$ cat config.mk
export PLATFORM = sky130hd
export DESIGN_NAME = seg_scan_driver_flat
export DESIGN_NICKNAME = d
export VERILOG_FILES = /design/src/rtl/seg_pkg.sv /design/src/rtl/seg_scan_if.sv /design/src/rtl/tick_divider.sv /design/src/rtl/seg_scan_driver.sv /design/src/flat_wrapper.sv
export SDC_FILE = /design/constraint.sdc
export NUM_CORES = 1
export LEC_CHECK = 0
export BUFFER_PORTS_ARGS = -buffer_cell sky130_fd_sc_hd__buf_2
export CORE_MARGIN = 2
export CORE_UTILIZATION = 45
export CTS_BUF_LIST = sky130_fd_sc_hd__clkbuf_8
export CTS_CLUSTER_DIAMETER = 50
export CTS_CLUSTER_SIZE = 20
export DETAILED_ROUTE_END_ITERATION = 10
export GPL_TIMING_DRIVEN = 0
export SLEW_MARGIN = 20
export SYNTH_ARGS = -nofsm -noshare
export SYNTH_HDL_FRONTEND = slang
export SYNTH_HIERARCHICAL = 1
export SYNTH_SLANG_ARGS = --single-unit
$ cat constraint.sdc
create_clock -name clk -period 3.8 [get_ports clk]
set_input_delay 0.38 -clock clk [delete_from_list [all_inputs] [get_ports clk]]
set_output_delay 0.38 -clock clk [all_outputs]
set_load 0.02 [all_outputs]
$ cat src/rtl/seg_pkg.sv
// Shared constants and helpers for the multiplexed 7-segment scan driver.
package seg_pkg;

  localparam int unsigned SEG_W  = 8;
  localparam int unsigned SEG_DP = 0;
  localparam int unsigned SEG_A  = 1;
  localparam int unsigned SEG_B  = 2;
  localparam int unsigned SEG_C  = 3;
  localparam int unsigned SEG_D  = 4;
  localparam int unsigned SEG_E  = 5;
  localparam int unsigned SEG_F  = 6;
  localparam int unsigned SEG_G  = 7;

  // One stored digit: segments g..a above the decimal point.
  typedef struct packed {
    logic [6:0] pattern;
    logic       dot;
  } seg_word_t;

  // Counter width that also stays legal for a modulus of 1.
  function automatic int unsigned bits_for(input int unsigned n);
    return (n > 1) ? $clog2(n) : 1;
  endfunction

  function automatic logic [31:0] onehot(input logic [31:0] idx, input int unsigned n);
    if (idx < n) return 32'd1 << idx[4:0];
    return 32'd0;
  endfunction

  function automatic logic [31:0] apply_pol(input logic [31:0] val, input logic act_low);
    return act_low ? ~val : val;
  endfunction

endpackage

$ cat src/rtl/seg_scan_if.sv
// Write port, masks and display pins of the scan driver.
interface seg_scan_if
  import seg_pkg::*;
#(
  parameter int unsigned NUM_DIGITS = 4
) ();

  localparam int unsigned AW = bits_for(NUM_DIGITS);

  logic                  wr_en;
  logic [AW-1:0]         wr_addr;
  logic [6:0]            wr_pattern;
  logic                  wr_dot;
  logic [NUM_DIGITS-1:0] blank_mask;
  logic [NUM_DIGITS-1:0] blink_mask;
  logic [SEG_W-1:0]      seg_out;
  logic [NUM_DIGITS-1:0] an_out;
  logic [AW-1:0]         digit_idx;
  logic                  frame_tick;

  modport master (
    output wr_en, wr_addr, wr_pattern, wr_dot, blank_mask, blink_mask,
    input  seg_out, an_out, digit_idx, frame_tick
  );

  modport slave (
    input  wr_en, wr_addr, wr_pattern, wr_dot, blank_mask, blink_mask,
    output seg_out, an_out, digit_idx, frame_tick
  );

endinterface

$ cat src/rtl/tick_divider.sv
// Modulo-MAX counter advancing when enabled; wrap_c_o flags the cycle it returns to zero.
module tick_divider
  import seg_pkg::*;
#(
  parameter  int unsigned MAX = 4,
  localparam int unsigned CW  = bits_for(MAX)
) (
  input  logic          clk,
  input  logic          rst,
  input  logic          en_i,
  output logic [CW-1:0] count_o,
  output logic          wrap_c_o
);

  logic [CW-1:0] count_q, count_d;
  logic          wrap;

  always_comb begin
    count_d = count_q;
    wrap    = en_i && (count_q == CW'(MAX - 1));
    if (en_i) count_d = wrap ? '0 : count_q + CW'(1);
  end

  always_ff @(posedge clk or posedge rst) begin
    if (rst) count_q <= '0;
    else     count_q <= count_d;
  end

  assign count_o  = count_q;
  assign wrap_c_o = wrap;

endmodule

$ cat src/rtl/seg_scan_driver.sv
// Self-scanning N-digit 7-segment driver with anti-ghost guard, blanking and blink.
// Outputs are computed from next-cycle scan state so they line up with digit_idx.
module seg_scan_driver
  import seg_pkg::*;
#(
  parameter int unsigned NUM_DIGITS   = 4,
  parameter int unsigned REFRESH_DIV  = 50000,
  parameter int unsigned GUARD_CYCLES = 2,
  parameter int unsigned BLINK_FRAMES = 64,
  parameter bit          SEG_ACT_LOW  = 1'b1,
  parameter bit          AN_ACT_LOW   = 1'b1
) (
  input logic       clk,
  input logic       rst,
  seg_scan_if.slave bus
);

  localparam int unsigned AW = bits_for(NUM_DIGITS);
  localparam int unsigned PW = bits_for(REFRESH_DIV);
  localparam int unsigned FW = bits_for(BLINK_FRAMES);

  localparam logic [SEG_W-1:0]      SEG_IDLE = SEG_W'(apply_pol(32'd0, SEG_ACT_LOW));
  localparam logic [NUM_DIGITS-1:0] AN_IDLE  = NUM_DIGITS'(apply_pol(32'd0, AN_ACT_LOW));

  logic [PW-1:0]         pre_cnt, pre_nxt;
  logic                  pre_wrap;
  logic [FW-1:0]         frame_cnt_unused;
  logic                  blink_wrap, frame_c;
  logic [AW-1:0]         idx_q, idx_d;
  logic                  blink_on_q, blink_on_d;
  logic                  frame_tick_q;
  seg_word_t             regs_q [NUM_DIGITS];
  seg_word_t             regs_d [NUM_DIGITS];
  logic [SEG_W-1:0]      seg_q, seg_d;
  logic [NUM_DIGITS-1:0] an_q, an_d;
  logic                  lit;

  tick_divider #(.MAX(REFRESH_DIV)) u_slot_div (
    .clk      (clk),
    .rst      (rst),
    .en_i     (1'b1),
    .count_o  (pre_cnt),
    .wrap_c_o (pre_wrap)
  );

  tick_divider #(.MAX(BLINK_FRAMES)) u_blink_div (
    .clk      (clk),
    .rst      (rst),
    .en_i     (frame_c),
    .count_o  (frame_cnt_unused),
    .wrap_c_o (blink_wrap)
  );

  // Scan sequencing and register-file writes.
  always_comb begin
    pre_nxt    = pre_wrap ? '0 : pre_cnt + PW'(1);
    idx_d      = idx_q;
    frame_c    = pre_wrap && (idx_q == AW'(NUM_DIGITS - 1));
    if (pre_wrap) idx_d = frame_c ? '0 : idx_q + AW'(1);
    blink_on_d = blink_on_q ^ blink_wrap;
    regs_d     = regs_q;
    for (int unsigned i = 0; i < NUM_DIGITS; i++) begin
      if (bus.wr_en && (bus.wr_addr == AW'(i))) begin
        regs_d[i].pattern = bus.wr_pattern;
        regs_d[i].dot     = bus.wr_dot;
      end
    end
  end

  always_ff @(posedge clk or posedge rst) begin
    if (rst) begin
      idx_q        <= '0;
      blink_on_q   <= 1'b1;
      frame_tick_q <= 1'b0;
      for (int unsigned i = 0; i < NUM_DIGITS; i++) regs_q[i] <= '0;
    end else begin
      idx_q        <= idx_d;
      blink_on_q   <= blink_on_d;
      frame_tick_q <= frame_c;
      regs_q       <= regs_d;
    end
  end

  // Anode gating and segment mux for the slot state the next cycle will hold.
  always_comb begin
    lit  = (32'(pre_nxt) >= GUARD_CYCLES)
        && !bus.blank_mask[idx_d]
        && !(bus.blink_mask[idx_d] && !blink_on_d);
    an_d  = NUM_DIGITS'(apply_pol(lit ? onehot(32'(idx_d), NUM_DIGITS) : 32'd0, AN_ACT_LOW));
    seg_d = SEG_W'(apply_pol(lit ? 32'(regs_q[idx_d]) : 32'd0, SEG_ACT_LOW));
  end

  always_ff @(posedge clk or posedge rst) begin
    if (rst) begin
      seg_q <= SEG_IDLE;
      an_q  <= AN_IDLE;
    end else begin
      seg_q <= seg_d;
      an_q  <= an_d;
    end
  end

  assign bus.seg_out    = seg_q;
  assign bus.an_out     = an_q;
  assign bus.digit_idx  = idx_q;
  assign bus.frame_tick = frame_tick_q;

endmodule

$ cat src/flat_wrapper.sv
// flat-port wrapper written by rule: the top's interface ports become plain ports
module seg_scan_driver_flat import seg_pkg::*;
#(
  parameter int unsigned NUM_DIGITS   = 4,
  parameter int unsigned REFRESH_DIV  = 50000,
  parameter int unsigned GUARD_CYCLES = 2,
  parameter int unsigned BLINK_FRAMES = 64,
  parameter bit          SEG_ACT_LOW  = 1'b1,
  parameter bit          AN_ACT_LOW   = 1'b1
)
  (clk, rst, bus_wr_en, bus_wr_addr, bus_wr_pattern, bus_wr_dot, bus_blank_mask, bus_blink_mask, bus_seg_out, bus_an_out, bus_digit_idx, bus_frame_tick);
  seg_scan_if #(.NUM_DIGITS(NUM_DIGITS)) bus_i ();
  input logic clk;
  input logic rst;
  input wire logic [$bits(bus_i.wr_en)-1:0] bus_wr_en;
  input wire logic [$bits(bus_i.wr_addr)-1:0] bus_wr_addr;
  input wire logic [$bits(bus_i.wr_pattern)-1:0] bus_wr_pattern;
  input wire logic [$bits(bus_i.wr_dot)-1:0] bus_wr_dot;
  input wire logic [$bits(bus_i.blank_mask)-1:0] bus_blank_mask;
  input wire logic [$bits(bus_i.blink_mask)-1:0] bus_blink_mask;
  output wire logic [$bits(bus_i.seg_out)-1:0] bus_seg_out;
  output wire logic [$bits(bus_i.an_out)-1:0] bus_an_out;
  output wire logic [$bits(bus_i.digit_idx)-1:0] bus_digit_idx;
  output wire logic [$bits(bus_i.frame_tick)-1:0] bus_frame_tick;
  assign bus_i.wr_en = bus_wr_en;
  assign bus_i.wr_addr = bus_wr_addr;
  assign bus_i.wr_pattern = bus_wr_pattern;
  assign bus_i.wr_dot = bus_wr_dot;
  assign bus_i.blank_mask = bus_blank_mask;
  assign bus_i.blink_mask = bus_blink_mask;
  assign bus_seg_out = bus_i.seg_out;
  assign bus_an_out = bus_i.an_out;
  assign bus_digit_idx = bus_i.digit_idx;
  assign bus_frame_tick = bus_i.frame_tick;
  seg_scan_driver #(.NUM_DIGITS(NUM_DIGITS), .REFRESH_DIV(REFRESH_DIV), .GUARD_CYCLES(GUARD_CYCLES), .BLINK_FRAMES(BLINK_FRAMES), .SEG_ACT_LOW(SEG_ACT_LOW), .AN_ACT_LOW(AN_ACT_LOW)) u_core (.clk(clk), .rst(rst), .bus(bus_i));
endmodule
== After elaboration in Yosys (flattened, before gate mapping) ==
Cells that the tools add are included.

* Flip-flop bits (word level): 70
* Input port bits: 21
* Output and inout bits: 15
* Word-level logic and storage cells: 58

* Add/sub/neg operators: 3
* $lt $le $gt $ge: 3
* Equal/unequal tests: 6
* Shift-type cells: 1
* Multiplexer cells: 13
* Bitwise gates (word level): 4
* Reductions and logical operators: 13

{| class="wikitable"
|+ Operator list
! kind !! count
|-
| 8-bit 2-to-1 mux || 3
|-
| 16-bit by 1-bit adder with 16-bit output, second input constant || 1
|-
| 8-bit binary-select mux with 2-bit select || 1
|-
| 16-bit equality test, second input constant || 1
|-
| 16-bit by 2-bit greater-or-equal comparator with 1-bit output, second input constant || 1
|-
| 16-bit 2-to-1 mux || 1
|-
| 1-bit logical AND || 9
|-
| 8-bit inverter || 1
|-
| 6-bit by 1-bit adder with 6-bit output, second input constant || 1
|-
| 2-bit equality test, second input constant || 3
|-
| 6-bit equality test, second input constant || 1
|-
| 6-bit 2-to-1 mux || 1
|-
| 1-bit binary-select mux with 2-bit select || 2
|-
| 2-bit 2-to-1 mux || 2
|-
| 4-bit 2-to-1 mux || 1
|-
| 4-bit inverter || 1
|-
| 1-bit by 2-bit << shifter with 4-bit output, first input constant || 1
|-
| 3-bit greater-or-equal comparator, second input constant || 1
|-
| 1-bit zero test || 3
|-
| 2-bit by 3-bit < comparator with 1-bit output, second input constant || 1
|-
| 2-bit inverter with 3-bit output || 1
|-
| 2-bit by 1-bit adder with 2-bit output, second input constant || 1
|-
| 2-bit by 1-bit equality test with 1-bit output, second input constant || 1
|-
| 2-bit zero test || 1
|-
| other kinds (2) || 3
|}

== Longest topological paths before layout ==
Gate-level depths: netlist of run 1.

* Depth in word-level cells: 11
* Gate-level depth with buffers: 12
* Mapped depth without buffers: 11

== Modules after synthesis ==
The synthesis of run 1 kept the hierarchy.

{| class="wikitable"
|+ By module, submodules not included
! module !! times used !! cells an instance !! area each (um^2) !! sequential area each (um^2)
|-
| seg_scan_driver || 1 || 219 || 2358.5 || 1217.4
|-
| tick_divider (u_core.u_slot_div) || 1 || 77 || 799.5 || 400.4
|-
| tick_divider (u_core.u_blink_div) || 1 || 27 || 289.0 || 150.1
|}

== Worst setup path before layout of run 1 ==
No wires, ideal clock.

* Kind: reg-to-reg
* From: register u_core.u_slot_div.count_q[13], in the netlist u_core/u_slot_div/count_o[13]
* To: register u_core.an_q[1], in the netlist u_core/bus.an_out[1]
* Setup time: 100 ps
* Arrival time: 3008 ps
* Data required time: 3700 ps
* Setup slack: 691 ps
* Cell stages (with the launch flop): 12
* Buffers on the path: 1
* Clock period less this slack: 3109 ps
* Cell sequence: dfrtp_1 > or4b_4 > nor4_4 > and2_1 > nand3_1 > nor3_2 > xnor2_1 > a21oi_1 > a21oi_1 > a211oi_2 > buf_2 > nand4_1

* Elaborated cells between the ends (all ways): 22
* Those cells by class: add/sub (1); order compare (1); eq/ne (1); shift (1); mux (8); bitwise (2); reduce/logical (8)

{| class="wikitable"
|+ RTL lines
! what !! line !! source
|-
| start, declared || tick_divider.sv:15 || <nowiki>logic [CW-1:0] count_q, count_d;</nowiki>
|-
| start signal, assigned || tick_divider.sv:26 || <nowiki>else count_q <= count_d;</nowiki>
|-
| 16-bit equality test || tick_divider.sv:20 || <nowiki>wrap = en_i && (count_q == CW'(MAX - 1));</nowiki>
|-
| net u_core.pre_wrap || seg_scan_driver.sv:26 || <nowiki>logic pre_wrap;</nowiki>
|-
| 1-bit logical AND || seg_scan_driver.sv:58 || <nowiki>frame_c = pre_wrap && (idx_q == AW'(NUM_DIGITS - 1));</nowiki>
|-
| net u_core.frame_c || seg_scan_driver.sv:28 || <nowiki>logic blink_wrap, frame_c;</nowiki>
|-
| 1-bit logical AND || tick_divider.sv:20 ||
|-
| net u_core.blink_wrap || seg_scan_driver.sv:28 ||
|-
| 1-bit bitwise XOR || seg_scan_driver.sv:60 || <nowiki>blink_on_d = blink_on_q ^ blink_wrap;</nowiki>
|-
| 1-bit zero test || seg_scan_driver.sv:88 || <nowiki>&& !(bus.blink_mask[idx_d] && !blink_on_d);</nowiki>
|-
| 1-bit logical AND || seg_scan_driver.sv:88 ||
|-
| 1-bit zero test || seg_scan_driver.sv:88 ||
|-
| 1-bit logical AND || seg_scan_driver.sv:88 ||
|-
| 4-bit 2-to-1 mux || seg_scan_driver.sv:89 || <nowiki>an_d = NUM_DIGITS'(apply_pol(lit ? onehot(32'(idx_d), NUM_DIGITS) : 32'd0, AN_ACT_LOW));</nowiki>
|-
| 4-bit inverter || seg_pkg.sv:31 || <nowiki>return act_low ? ~val : val;</nowiki>
|-
| net u_core.an_d[1] || seg_scan_driver.sv:35 || <nowiki>logic [NUM_DIGITS-1:0] an_q, an_d;</nowiki>
|-
| end signal, assigned || seg_scan_driver.sv:99 || <nowiki>an_q <= an_d;</nowiki>
|-
| end, declared || seg_scan_driver.sv:35 ||
|}

The timed path passes the listed nets, and every way through them passes these cells. The select of a mux whose other input is x is not followed.
A chain may end at the register's enable or synchronous reset.

== Worst setup path in the final report of run 1 ==
* From: register u_core.u_slot_div.count_q[13], in the netlist u_core/u_slot_div/count_o[13]
* To: register u_core.seg_q[3], in the netlist u_core/bus.seg_out[3]

* Elaborated cells between the ends (all ways): 25
* Those cells by class: add/sub (1); order compare (1); eq/ne (1); mux (11); bitwise (3); reduce/logical (8)

{| class="wikitable"
|+ RTL lines
! what !! line !! source
|-
| 16-bit equality test || tick_divider.sv:20 ||
|-
| net u_core.pre_wrap || seg_scan_driver.sv:26 ||
|-
| 1-bit logical AND || seg_scan_driver.sv:58 ||
|-
| net u_core.frame_c || seg_scan_driver.sv:28 ||
|-
| 1-bit logical AND || tick_divider.sv:20 ||
|-
| net u_core.blink_wrap || seg_scan_driver.sv:28 ||
|-
| 1-bit bitwise XOR || seg_scan_driver.sv:60 ||
|-
| 1-bit zero test || seg_scan_driver.sv:88 ||
|-
| 1-bit logical AND || seg_scan_driver.sv:88 ||
|-
| 1-bit zero test || seg_scan_driver.sv:88 ||
|-
| 1-bit logical AND || seg_scan_driver.sv:88 ||
|-
| 8-bit 2-to-1 mux || seg_scan_driver.sv:90 || <nowiki>seg_d = SEG_W'(apply_pol(lit ? 32'(regs_q[idx_d]) : 32'd0, SEG_ACT_LOW));</nowiki>
|-
| 8-bit inverter || seg_pkg.sv:31 ||
|-
| net u_core.seg_d[3] || seg_scan_driver.sv:34 || <nowiki>logic [SEG_W-1:0] seg_q, seg_d;</nowiki>
|-
| end signal, assigned || seg_scan_driver.sv:98 || <nowiki>seg_q <= seg_d;</nowiki>
|-
| end, declared || seg_scan_driver.sv:34 ||
|}

The timed path passes the listed nets, and every way through them passes these cells. The select of a mux whose other input is x is not followed.

==> reports/results.ini, run 1 <==
[final_layout]
nFillCells = 654
diodes = 0
final_cell_area_um2 = 3950
syn_to_final_growth_pct = 14.4
final_nets = 397
drive_above_1_share = 0.300

[global_routing]
first_global_vias = 2469
grt.total_usage = 0.192
grt_use_met1 = 0.259
grt_pass1_wl_mm = 12.5
grt.overflow.total = 0
antenna_found_initial = 0
top_usage_layer = met2
grt_max_degree = 30
grt_use_met2 = 0.303
grt_use_met3 = 0.0299

[setup_path]
critPathLaunch = u_core/u_slot_div/count_o[13]
crit_type = reg2reg
crit_buf_inv = 1
crit_family = simple AND/OR/NAND/NOR gates
r2r_slack_ps = 320
required_ps = 4050
cp-start-kind = register
cp_max_fo = 10
critPathMostFrequentCell = a21oi_1
path_cells = or4b_4 > nor4_4 > and2_1 > nand3_1 > nor3_2 > xnor2_1 > a21oi_1 > a21oi_1 > a211oi_2 > buf_2 > nand4_1
critical-path-max-stage-delay_ps = 580
slowest_stage = or4b_4
cp.arrival_ps = 3730
timing.rr.start = u_core/u_slot_div/count_o[13]
endpoint_kind = register

[sta]
max_freq_mhz = 287
rsz0062_at_grt = false
drv_slew = 0
tns_ps = 0
finalHoldViolCount = 0
slew-limit-headroom = 0.490
final-setup-viol-count = 0
fin_crit_sh = 0.916
skew_ps = 12.5
min_period_ps = 3480
worst_pin_slew_ps = 762

[floorplanning]
dieArea_um2 = 8380
row_count = 31
io-pin-count = 36
die_h_um = 91.5
die_width_um = 91.5
core_um2 = 7330
initial_core_util = 0.470

[route]
drtPass1Iterations = 4
vias = 2596
routed_wl_mm = 7.37
antenna_left = 0
drc = 0
wl_per_cell_um = 15.5
avgViaCountPerCell = 5.45
initialDrtViolationCount = 119

[clock_tree]
cts_resized = 0
clock_sinks = 70
cts_buffer_depth = 2
tritoncts = done
root_buffer = clkbuf_8
path_clk_slew_ps = 80
clock_latency_ps = 340
cts_buffers = 9
cts_max_level = 3

[synth]
syn_nets = 348
synth_ff_type = dfrtp_1
synth_top_area_frac = 0.414
ys_seq_area_frac = 0.513
yosys.area.top_type = dfrtp_1
synth_area_leaders = dfrtp_1, mux2_2, dfstp_2, nand3_1, nand2_1
synthCells = 323
syn_area_per_cell_um2 = 10.7
ys_ff_latch = 70
synth_edf_count = 0
ys.warnings.count = 6
synth_cell_types = 52
async_flop_share = 1.00
syn_area_um2 = 3450

[pwr]
vdd_drop_max_mv = 0.228
powerDensity_nw_per_um2 = 443
p_leak_nw = 1.73

[placement]
dpl-instance-area_um2 = 3770
hpwl_mm = 4.90
numPortBuffers = 35
place_congestion = 0.796

[flow_run]
maxCapViolations = 0

[hold_path]
hp-start = bus_wr_pattern[5]
hold_path_class = in2reg

[run_status]
status = complete, no violations

==> registers in the layout, summed over array words and instances (netlist names) <==
| register | count |
|---|---|
| u_core/u_slot_div/count_o | 16 |
| u_core/bus.seg_out | 8 |
| u_core/bus.digit_idx | 2 |
| u_core/bus.frame_tick | 1 |
| u_core/regs_q | 32 |
| u_core/blink_on_q | 1 |
| u_core/bus.an_out | 4 |
| u_core/u_blink_div/count_o | 6 |
==> synthesized netlist by cell type (all sizes together) (3+ instances only) <==
| library cell | instances |
|---|---|
| dfrtp | 57 |
| nand2 | 42 |
| nand3 | 36 |
| mux2 | 33 |
| nand4 | 21 |
| inv | 16 |
| nor2 | 15 |
| dfstp | 13 |
| xnor2 | 13 |
| xor2 | 8 |
| buf | 7 |
| o21ai | 6 |
| a21oi | 5 |
| nor4 | 5 |
| ha | 4 |
| nand3b | 3 |
| nor3 | 3 |
| or2b | 3 |
==> stage by stage <==
stage / instances / util / total power [W] / hold WS [ps] / worst slack (ps)
2_1_floorplan: 323 / - / 0.00117 / 171 / 691
4_1_cts: 476 / 0.538 / 0.00177 / 295 / 312
3_3_place_gp: 457 / 0.511 / 0.00125 / 321 / -35.1
3_5_place_dp: 458 / 0.514 / 0.00126 / 328 / -91.6
5_1_grt: 476 / 0.538 / 0.00186 / 298 / 60.2
6_report: 476 / 0.538 / 0.00175 / 315 / 319
==> cell type report <==
type	count	area (um2)	area share
flip-flops and latches	70	1770	0.448
well taps	99	124	0.0314
inverters	16	60.1	0.0152
clock inverters	7	37.5	0.00951
repair buffers	38	213	0.0539
clock buffers	9	124	0.0314
multi-input cells	228	1570	0.398
plain buffers	9	47.5	0.0121
==> cells by family after synthesis <==
| family | share of synthesized area |
|---|---|
| other cells | 0.00109 |
| xor+xnor | 0.0534 |
| compound gates | 0.0472 |
| buf+inv | 0.0312 |
| fa+ha+maj | 0.0145 |
| mux | 0.114 |
| flops | 0.513 |
| simple gates | 0.226 |
==> cell usage in the layout, fill, tap and decap left out, drive strengths merged, types with 2 or more instances in the layout <==
cell type,synthesis,routed
nand2,42,42
nand3,36,36
nor3b,2,2
clkinv,0,3
mux2,33,33
buf,7,44
nand3b,3,3
nand4,21,21
nor3,3,3
or2b,3,3
inv,16,19
o21ai,6,6
nand4bb,2,2
a21oi,5,5
or3,2,2
nor4,5,5
xor2,8,8
clkbuf,2,11
dfrtp,57,57
a211oi,2,2
mux2i,2,2
nor2,15,15
ha,4,4
and3,2,2
and4,2,2
dfstp,13,13
o31ai,2,2
xnor2,13,13
nand2b,2,2
==> worst paths after layout <==
path	to	depth (start not counted)
setup / recovery	u_core/bus.seg_out[3]	11
hold / removal	u_core/regs_q[14]	2
setup reg to reg	u_core/bus.seg_out[3]	11
hold reg to reg	u_core/u_blink_div/count_o[4]	1
max in group asynchronous	u_core/bus.an_out[0]	4
min in group asynchronous	u_core/u_blink_div/count_o[5]	3
==> report_power, final <==
| group | leakage [nW] | internal [W] | total (W) | switching, W |
|---|---|---|---|---|
| logic | 0.798 | 0.000149 | 0.000299 | 0.000150 |
| registers | 0.839 | 0.000854 | 0.000949 | 0.0000943 |
| clock network | 0.0928 | 0.000229 | 0.000498 | 0.000270 |
==> worst register-to-register path, stage by stage (launching register included) <==
cell,delay [ps]
dfrtp_1,480
or4b_4,590
nor4_4,260
and2_1,300
nand3_1,170
nor3_2,280
xnor2_1,190
a21oi_1,180
a21oi_1,90
a211oi_2,360
buf_2,330
nand4_1,160
==> routing by layer <==
| metal | part of all wire | routed length (um) |
|---|---|---|
| met2 | 0.50 | 3660 |
| met5 | 0 | 0 |
| met4 | 0.020 | 150 |
| met1 | 0.46 | 3410 |
| met3 | 0.021 | 154 |
==> what timing repair did <==
action,in CTS,in global routing
hold endpoints to repair,6,0
hold buffers,1,0
setup buffers,1,0
endpoints found under the setup margin,10,0
No activity file was read; power rests on OpenSTA's default activity.
==> run 2: changes to the inputs <==
Settings changed: CAP_MARGIN from default to 40, CORE_ASPECT_RATIO from default to 1.2, SLEW_MARGIN 20 to 0.
==> reports/results.ini, run 2 (same netlist as run 1, synthesis figures left out) <==
[run_status]
status = complete, no violations

[pwr]
vdd_drop_max_mv = 0.277
powerDensity_nw_per_um2 = 443
p_leak_nw = 1.73
intPower_w = 0.00123
switchingPower_w = 0.000513
power_frac_seq = 0.545
power_frac_clock = 0.281
p_sw_frac = 0.294
comb_power_share = 0.174

[route]
routed_wl_mm = 7.39
wl_per_cell_um = 15.8
vias = 2615
avgViaCountPerCell = 5.60
wl_met2_mm = 3.67
antenna_left = 0
drtPass1Iterations = 4
drc = 0
met1_length_mm = 3.35
initialDrtViolationCount = 139
wl_met3_um = 243
top_layer_used = met4

[sta]
final-setup-viol-count = 0
max_freq_mhz = 289
rsz0062_at_grt = false
skew_ps = 15.7
finalHoldViolCount = 0
slew-limit-headroom = 0.481
drv_slew = 0
setup_slack_ps = 341
fin_crit_sh = 0.910
min_period_ps = 3460
finalHoldWorstSlack_ps = 307
worst_pin_slew_ps = 775
tns_ps = 0

[floorplanning]
row_count = 34
die_h_um = 99.9
dieArea_um2 = 8380
io-pin-count = 36
die_width_um = 83.9
core_um2 = 7360
initial_core_util = 0.468

[placement]
hpwl_mm = 5.08
pre_cts_slack_ps = -80.5
place_congestion = 0.880
dpl-instance-area_um2 = 3760
numPortBuffers = 35

[clock_tree]
cts_buffer_depth = 2
clock_sinks = 70
cts_max_level = 3
tritoncts = done
cts_buffers = 9
cts_resized = 0
path_clk_slew_ps = 80
root_buffer = clkbuf_8
clock_latency_ps = 350

[global_routing]
first_global_vias = 2553
grt.overflow.total = 0
grt_max_degree = 27
antenna_found_initial = 0
grt_pass1_wl_mm = 12.6
grt.total_usage = 0.191

[final_layout]
final_nets = 397
diodes = 0
final_cell_mix = dfrtp_1, nand2_1, buf_2
syn_to_final_growth_pct = 14.3
drive_above_1_share = 0.302
largest_reg_flops = 32
regMostFlops = u_core/regs_q
final_common_cell = dfrtp_1
final_cell_area_um2 = 3940
nFillCells = 695

[setup_path]
critical-path-max-stage-delay_ps = 590
crit_family = simple AND/OR/NAND/NOR gates
critPathMostFrequentCell = a21oi_1
cp_max_fo = 10
slowest_stage = or4b_4
path_cells = or4b_4 > nor4_4 > and2_1 > nand3_1 > nor3_2 > xnor2_1 > a21oi_1 > a21oi_1 > a211oi_2 > buf_2 > nand4_1
crit_buf_inv = 1
endpoint_kind = register
crit_type = reg2reg
cp.arrival_ps = 3700
cp-start-kind = register
required_ps = 4040

[flow_run]
maxCapViolations = 0

[hold_path]
hold_path_class = in2reg

[run 2: power groups by stage]
stage	Clock [W]	Combinational [W]	Sequential, W
2_1_floorplan	0	0.000215	0.000954
3_3_place_gp	0	0.000294	0.000959
3_5_place_dp	0	0.000303	0.000963
4_1_cts	0.000509	0.000306	0.000951
5_1_grt	0.000547	0.000340	0.000967
6_report	0.000490	0.000304	0.000951
[run 2: worst register-to-register path, delay by kind of cell, from the launching register on]
kind | cells | cell delay (ps)
simple gates | 6 | 1790
flops | 1 | 480
compound gates | 3 | 590
xor+xnor | 1 | 190
buf+inv | 1 | 310
[run 2: per-stage QoR]
stage	util	power, W	instances
floorplan	-	0.00117	323
global placement	0.507	0.00125	448
detailed placement	0.511	0.00127	449
CTS	0.535	0.00177	467
global route	0.535	0.00185	467
finish	0.535	0.00175	467
[run 2: path summary, 6_finish.rpt]
path | start | to | slack (ps) | depth (start not counted)
min reg2reg | u_core/u_blink_div/count_o[4] | u_core/u_blink_div/count_o[4] | 470 | 1
max reg2reg | u_core/u_slot_div/count_o[13] | u_core/bus.seg_out[5] | 340 | 11
max | u_core/u_slot_div/count_o[13] | u_core/bus.seg_out[5] | 340 | 11
max in group asynchronous | rst | u_core/bus.an_out[1] | 2540 | 4
min | bus_wr_pattern[2] | u_core/regs_q[19] | 310 | 2
min in group asynchronous | rst | u_core/u_blink_div/count_o[4] | 510 | 3
[run 2: repair_timing]
action                                  4_1_cts  5_1_grt
buffers inserted                              1        0
hold endpoints to repair                      6        0
hold buffers                                  1        0
endpoints found under the setup margin       10        0
[run 2: per-layer routing]
| metal | up-vias | GRT usage |
|---|---|---|
| li1 | 1238 | - |
| met1 | 1319 | 0.246 |
| met2 | 48 | 0.317 |
| met3 | 10 | 0.0428 |
| met4 | 0 | 0.0744 |
| met5 | - | 0 |
[run 2: final cells by class]
type | count | area [um2] | area share
buffer | 9 | 47.5 | 0.0121
clock buffer | 9 | 124 | 0.0314
clock inverter | 7 | 35.0 | 0.00889
inverter | 16 | 60.1 | 0.0152
multi-input combinational | 228 | 1570 | 0.399
sequential | 70 | 1770 | 0.449
tap | 90 | 113 | 0.0286
timing repair buffer | 38 | 220 | 0.0559
